<file path="config.mk">
export PLATFORM = sky130hd
export DESIGN_NAME = sbox_byte_feeder
export DESIGN_NICKNAME = d
export VERILOG_FILES = /design/src/rtl/sbox_byte_feeder.sv
export SDC_FILE = /design/constraint.sdc
export NUM_CORES = 1
export LEC_CHECK = 0
export CORE_UTILIZATION = 50
export DETAILED_ROUTE_END_ITERATION = 6
export PLACE_DENSITY = 0.89
export SYNTH_ARGS = -nofsm -noshare
export SYNTH_HDL_FRONTEND = slang
export SYNTH_SLANG_ARGS = --single-unit
</file>
<file path="constraint.sdc">
create_clock -name clk -period 25 [get_ports clk]
set_input_delay 5 -clock clk [delete_from_list [all_inputs] [get_ports clk]]
set_output_delay 5 -clock clk [all_outputs]
set_load 0.01 [all_outputs]
</file>
<file path="src/rtl/sbox_byte_feeder.sv">
// sbox_byte_feeder: byte-serial masked SubBytes controller placed directly
// upstream of a two-share Sbox. The two shares travel in separate registers and
// are never combined here.
//
// Build option: SBOX_IN_PRECHARGE_EN
//   defined     - each fed byte is followed by a zero cycle on sbox_in, so FEED
//                 takes 32 slots and sbox_in is zero in every non-FEED cycle.
//   not defined - bytes are fed back-to-back (16 slots) and sbox_in holds the
//                 last fed byte outside FEED.
//
// state  | meaning
// -------+----------------------------------------------------------------
// IDLE   | waiting for start; state_out_* holds the last result
// FEED   | one slot per cycle on sbox_in, captures may already be running
// DRAIN  | feeding finished, waiting for the Sbox pipeline to empty
// DONE   | single-cycle completion pulse

module sbox_byte_feeder #(
    parameter int SBOX_LATENCY = 4,
    parameter int NUM_BYTES    = 16
) (
    input  logic         clk,
    input  logic         rst,
    input  logic         start,
    input  logic [127:0] state_in_s0,
    input  logic [127:0] state_in_s1,
    output logic [15:0]  sbox_in,
    input  logic [15:0]  sbox_out,
    output logic         prng_en,
    output logic         busy,
    output logic         done,
    output logic [127:0] state_out_s0,
    output logic [127:0] state_out_s1
);

`ifdef SBOX_IN_PRECHARGE_EN
    localparam logic PRECHARGE = 1'b1;
`else
    localparam logic PRECHARGE = 1'b0;
`endif

    // A slot is one cycle on sbox_in; with precharge every other slot is a zero.
    localparam int         NSLOT     = PRECHARGE ? 2 * NUM_BYTES : NUM_BYTES;
    localparam logic [4:0] LAST_SLOT = 5'(NSLOT - 1);
    localparam logic [3:0] LAT_LOAD  = 4'(SBOX_LATENCY);

    typedef enum logic [1:0] {
        S_IDLE  = 2'd0,
        S_FEED  = 2'd1,
        S_DRAIN = 2'd2,
        S_DONE  = 2'd3
    } state_t;

    state_t         state_q,    state_d;
    logic [4:0]     feed_cnt_q, feed_cnt_d;
    logic [4:0]     cap_cnt_q,  cap_cnt_d;
    logic [3:0]     lat_cnt_q,  lat_cnt_d;
    logic [127:0]   sh_s0_q,    sh_s0_d;
    logic [127:0]   sh_s1_q,    sh_s1_d;
    logic [7:0]     in_s0_q,    in_s0_d;
    logic [7:0]     in_s1_q,    in_s1_d;
    logic [127:0]   out_s0_q,   out_s0_d;
    logic [127:0]   out_s1_q,   out_s1_d;

    // Next-state, feed sequencing and result capture.
    always_comb begin
        state_d    = state_q;
        feed_cnt_d = feed_cnt_q;
        cap_cnt_d  = cap_cnt_q;
        lat_cnt_d  = lat_cnt_q;
        sh_s0_d    = sh_s0_q;
        sh_s1_d    = sh_s1_q;
        in_s0_d    = in_s0_q;
        in_s1_d    = in_s1_q;
        out_s0_d   = out_s0_q;
        out_s1_d   = out_s1_q;

        // Capture runs in FEED and DRAIN once the Sbox latency has elapsed;
        // slot cap_cnt_q is on sbox_out during the cycle this edge ends.
        if (state_q == S_FEED || state_q == S_DRAIN) begin
            if (lat_cnt_q != 4'd0) begin
                lat_cnt_d = lat_cnt_q - 4'd1;
            end else begin
                cap_cnt_d = cap_cnt_q + 5'd1;
                if (!PRECHARGE || !cap_cnt_q[0]) begin
                    out_s0_d = {out_s0_q[119:0], sbox_out[15:8]};
                    out_s1_d = {out_s1_q[119:0], sbox_out[7:0]};
                end
            end
        end

        case (state_q)
            S_IDLE: begin
                if (start) begin
                    state_d    = S_FEED;
                    feed_cnt_d = 5'd0;
                    cap_cnt_d  = 5'd0;
                    lat_cnt_d  = LAT_LOAD;
                    in_s0_d    = state_in_s0[127:120];
                    in_s1_d    = state_in_s1[127:120];
                    sh_s0_d    = {state_in_s0[119:0], 8'h00};
                    sh_s1_d    = {state_in_s1[119:0], 8'h00};
                end
            end
            S_FEED: begin
                if (feed_cnt_q == LAST_SLOT) begin
                    state_d = S_DRAIN;
                    if (PRECHARGE) begin
                        in_s0_d = 8'h00;
                        in_s1_d = 8'h00;
                    end
                end else begin
                    feed_cnt_d = feed_cnt_q + 5'd1;
                    if (PRECHARGE && !feed_cnt_q[0]) begin
                        in_s0_d = 8'h00;
                        in_s1_d = 8'h00;
                    end else begin
                        in_s0_d = sh_s0_q[127:120];
                        in_s1_d = sh_s1_q[127:120];
                        sh_s0_d = {sh_s0_q[119:0], 8'h00};
                        sh_s1_d = {sh_s1_q[119:0], 8'h00};
                    end
                end
            end
            S_DRAIN: begin
                if (lat_cnt_q == 4'd0 && cap_cnt_q == LAST_SLOT) begin
                    state_d = S_DONE;
                end
            end
            S_DONE: begin
                state_d = S_IDLE;
            end
            default: begin
                state_d = S_IDLE;
            end
        endcase
    end

    // State, counters and share registers; reset clears any partial result.
    always_ff @(posedge clk or posedge rst) begin
        if (rst) begin
            state_q    <= S_IDLE;
            feed_cnt_q <= 5'd0;
            cap_cnt_q  <= 5'd0;
            lat_cnt_q  <= 4'd0;
            sh_s0_q    <= '0;
            sh_s1_q    <= '0;
            in_s0_q    <= 8'h00;
            in_s1_q    <= 8'h00;
            out_s0_q   <= '0;
            out_s1_q   <= '0;
        end else begin
            state_q    <= state_d;
            feed_cnt_q <= feed_cnt_d;
            cap_cnt_q  <= cap_cnt_d;
            lat_cnt_q  <= lat_cnt_d;
            sh_s0_q    <= sh_s0_d;
            sh_s1_q    <= sh_s1_d;
            in_s0_q    <= in_s0_d;
            in_s1_q    <= in_s1_d;
            out_s0_q   <= out_s0_d;
            out_s1_q   <= out_s1_d;
        end
    end

    // Outputs come straight from registers so sbox_in never glitches.
    always_comb begin
        sbox_in      = {in_s0_q, in_s1_q};
        busy         = (state_q == S_FEED) || (state_q == S_DRAIN);
        prng_en      = busy;
        done         = (state_q == S_DONE);
        state_out_s0 = out_s0_q;
        state_out_s1 = out_s1_q;
    end

endmodule

</file>
# Word-level counts from Yosys, hierarchy flattened

Index checks and enable logic that the tools add are counted.

Add/sub/neg operators: 3
Eq/ne operators: 9
Muxes and demuxes: 27
Bitwise logic cells: 1
Reductions and logical operators: 9

Operators by type and width:

| cell                | count |
|---|---|
| $mux 128            | 4 |
| $pmux 128 s2        | 2 |
| $mux 8              | 4 |
| $pmux 8 s2          | 2 |
| $mux 5              | 6 |
| $mux 4              | 4 |
| $add 5x1->5 const B | 2 |
| $eq 5x4->1 const B  | 2 |
| $pmux 5 s2          | 1 |
| $pmux 2 s4          | 1 |
| $mux 2              | 3 |
| $reduce_and 3->1    | 2 |
| $eq 2x2->1 const B  | 2 |
| $logic_not 4->1     | 1 |
| $ne 2x1->1 const B  | 2 |
| $ne 2x2->1 const B  | 2 |
| $reduce_bool 4->1   | 1 |
| $sub 4x1->4 const B | 1 |
| $eq 2x1->1 const B  | 1 |
| $logic_not 2->1     | 1 |
| $reduce_and 2->1    | 1 |
| $reduce_bool 2->1   | 1 |
| $logic_and 1x1->1   | 1 |
| $logic_or 1x1->1    | 1 |
| $not 1->1           | 1 |

Bits in registers: 544
Input port bits: 275

# Depth between registers and ports, before layout

Depth after elaboration: 5
Depth in mapped cells: 9

# Least setup slack after synthesis

No wires, ideal clock.

Path kind: input to register
Start point: input port start
End point: register sh_s0_q[8]
Library setup time: 0.121 ns
Arrival: 5.966 ns
Required time: 24.879 ns
Setup slack: 18.913 ns
Cell stages on the path: 6
Buffers on the path: 3
Path through: mux2i_1 or2_1 buf_2 buf_2 buf_4 a22o_1

Word-level cells in the longest chain between the ends: 2

RTL lines:

| element                           | line | RTL |
|---|---|---|
| start: declaration                | 24   | `input logic start,` |
| $ne 2x2->1 (no source line)       | --   |  |
| $reduce_and 3->1 (no source line) | --   |  |
| end signal: assignment            | 157  | `sh_s0_q <= sh_s0_d;` |
| end: declaration                  | 58   | `logic [127:0] sh_s0_q, sh_s0_d;` |

No other way between the ends.
A chain may end at the register's enable or synchronous reset.

# Final worst setup path

Start point: input port start
End point: register sh_s1_q[23]

Word-level cells in the longest chain between the ends: 2

RTL lines:

| element                           | line | RTL |
|---|---|---|
| $ne 2x2->1 (no source line)       | --   |  |
| $reduce_and 3->1 (no source line) | --   |  |
| end signal: assignment            | 158  | `sh_s1_q <= sh_s1_d;` |
| end: declaration                  | 59   | `logic [127:0] sh_s1_q, sh_s1_d;` |

No other way between the ends.

==> impl_results.md <==
- Fin crit share: 31.9%
- Top cells by area, synth: dfrtp_1 59%, nand2_1 13%, mux2i_1 11%
- Pin count of the biggest net entering global routing: 181
- GRT Util Overall: 28.5%
- Slew margin rel.: 19.2%
- Hold Startpoint: state_out_s1[127]$_DFFE_PP0P_
- Seq/Total Area, Yosys: between 50% and 60%
- Layout cell share with drive strength beyond 1: 3.99%
- RR Startpoint: state_q[0]$_DFFE_PP0P_
- Vias in the first global route: approximately 19000
- Area grow syn2layout: 34.0%
- Peak supply drop: approximately 0.000075 V
- Syn Std Cell Area: 22300 µm²
- # setup viols final: 0
- Total Wirelength: between 60000 and 70000 µm
- Crit Path Max Fanout: 138
- CP required: 25410 ps
- FF-to-FF setup slack: 20700 ps
- Synth area leader: dfrtp_1
- Clk buf depth: 3
- Number of flops mapped to enable cells by yosys: 0
- Setup TNS: 0 ps
- First-pass GRT wire length: 102000 µm
- Startpoint types: input pin
- Yosys reg bits: 528
- Worst Max-Slew Pin Slew: roughly 1200 ps
- Die Y: 213 µm
- Crit path largest cell delay: 880 ps
- Critical Path AT: about 8400 ps
- Cells after Synth: 2286
- CTS resizes: 0
- Synth top area share: ~60%
- Status: completed
- Synth cell count leaders: 775 x nand2_1, 528 x dfrtp_1, 418 x o21ai_0, 243 x mux2i_1, 95 x clkbuf_1
- RD Place Congestion: approximately 0.85
- CTS Buf Count: 54
- # Post-CTS Setup Buffers: 0
- Syn Area/Cell: 9.77 µm²
- Synth Area in Compound Gates: about an eighth
- DR pass1 iterations: 5
- Synth Area in Adders: 0.504%
- Leak: 13.7 nW
- WHS Path Cells: 2
- Nets@finish: 3021
- Antenna-violating nets left: 0
- Critical setup path kind: in -> reg
- Fin cells: around 3400
- Post-synthesis mux area share: 10.9%
- Worst-case reg-to-reg path depth: 8
- Post-synth ARST share: between 90% and 100%
- Cells after DPL: 3273
- Final min period: about 8000 ps
- CTS tree: built
- Ports: 550
- Post-detail-place hpwl: 43200 µm
- Type of destination of the critical path: flop
- Largest family of logic cells by synthesized area: simple AND/OR/NAND/NOR gates
- CP dominant cell by count: buf_4
- HP Class: reg -> reg
- CTS Sinks: around 530
- Reg clk slew, reported paths: roughly 60 ps
- Initial antenna violation count: 12
- Avg WL per Cell: 19.9 µm
- Synth cell types: 38
- Initial Utilization: 50.6%
- FP Rows: 77
- Slowest-stage cell, CP: buf_4
- Gr ovfl total: 0
- Count leader, synth: nand2_1
- Reported max-cap violation count: 0
- Post-Synth XOR/XNOR Area: less than 1%
- Simple-Gate Fraction of Synth Area: 13.8%
- Yosys warns: 0
- Power per cell area: between 100 and 150 nW/µm²
- Die area: 45500 µm²
- Max Clock Skew: 22.6 ps
- R2r endpoint: state_out_s0[76]$_DFFE_PP0P_
- Final Hold Viols: 0
- Number of I/O port buffers: 549
- Final Max Tran Viols: 0
- Crit-path cells: clkdlybuf4s50_1 -> mux2i_4 -> buf_4 -> or2_4 -> buf_4 -> o21ai_0
- DRC: 0
- Final Util: 67.8%
- RSZ-0062 raised after global routing: no
- Total number of vias: ~19000
- Power, Total: 3.39 mW
- Fmax: 126 MHz
- FILL cells: 3122
- H-tree depth: 2
- First DRT Iteration DRCs: 1600
- Root buffer cell: clkbuf_16
- Skew-Pair Late Insertion Delay: 600 ps
- Die X: 213 µm
- Syn nets: 2570
- Top_reg_cell synth: dfrtp_1
- Core area: 44100 µm²
- Vias per cell: 5.57
- Worst hold endpoint: state_out_s1[127]$_DFFE_PP0P_
- Hold Buf Count CTS: 0
routing by layer:
metal | vias to the layer above | share of wire [%] | GRT usage (%)
li1 | 8516 | - | -
met5 | - | 0.092 | 0
met4 | 10 | 4.8 | 14.4
met1 | 9367 | 37 | 33.4
met3 | 203 | 9.7 | 9.97
met2 | 732 | 48 | 46.5
cell usage in the layout (no fill, tap or decap), drive strengths merged:
cell type        n
a22oi            1
o32a             1
nand3            3
or4              2
nand2          775
or3b             1
o31ai            2
xnor2            1
nor2b            2
or3              2
nor4b            1
buf             19
a22o            17
a21oi            8
dfrtp          528
clkdlybuf4s50  549
or2              2
mux2i          243
clkinvlp         1
and3             2
o21ai          485
o221ai           1
ha               9
a21o             1
inv             11
a211o            1
clkbuf          84
diode           10
bufinv           5
nor3b            1
nor4bb           1
a211oi           1
nor2             4
nand4bb          2
clkinv           8
and2             3
a311oi           1
mux2             1
nand2b           1
report_power, final:
group / internal [mW] / leakage, nW / switching, mW
Sequential: 1.15 / 6.89 / 0.187
Clock: 0.501 / 0.907 / 0.340
Combinational: 0.515 / 5.93 / 0.700
registers in the layout (all words and copies together) (netlist names):
name / flops
in_s0_q: 8
sh_s1_q: 120
state_q: 2
lat_cnt_q: 4
sh_s0_q: 120
state_out_s0: 128
in_s1_q: 8
state_out_s1: 128
feed_cnt_q: 5
cap_cnt_q: 5
final cells by class:
type | count | area [µm²] | share of cell area [%]
flip-flops and latches | 528 | 13200 | 44.2
diodes | 10 | 25.0 | 0.0836
clock inverters | 15 | 210 | 0.702
multi-input cells | 1575 | 8400 | 28.1
inverters | 10 | 45.0 | 0.151
clock buffers | 84 | 1640 | 5.47
well taps | 592 | 741 | 2.48
repair buffers | 568 | 5650 | 18.9
critical path: cells and delay by family:
kind / cells / cell delay (ps)
AO/OA/AOI/OAI: 1 / 260
buffers and inverters: 3 / 2210
multiplexers: 1 / 160
AND/OR/NAND/NOR: 1 / 660
cell families after synthesis:
logic type / Yosys count
buffers and inverters: 183
muxes: 244
xor gates and xnor gates: 1
AOI/OAI and AO/OA: 519
and+or+nand+nor: 802
DFF: 528
adders and majority gates: 9
metrics by stage:
step / hold slack, ps / setup WS, ps / area, µm²
final: 480 / 17030 / 29900
after global routing: 515 / 16810 / 29900
after CTS: 487 / 17140 / 29900
after detailed placement: 465 / 16500 / 28100
after global placement: 458 / 16630 / 28100
after floorplan: 473 / 5250 / 22300
worst max-delay path by stage:
stage,slack [ps],start,end
after floorplan,5250,rst,cap_cnt_q[0]$_DFF_PP0_
after global routing,16810,start,sh_s1_q[23]$_DFFE_PP0P_
after CTS,17140,start,sh_s1_q[23]$_DFFE_PP0P_
final,17030,start,sh_s1_q[23]$_DFFE_PP0P_
after detailed placement,16500,start,feed_cnt_q[1]$_DFFE_PP0P_
after global placement,16630,start,sh_s0_q[16]$_DFFE_PP0P_
No activity file was read; power rests on OpenSTA's default activity.
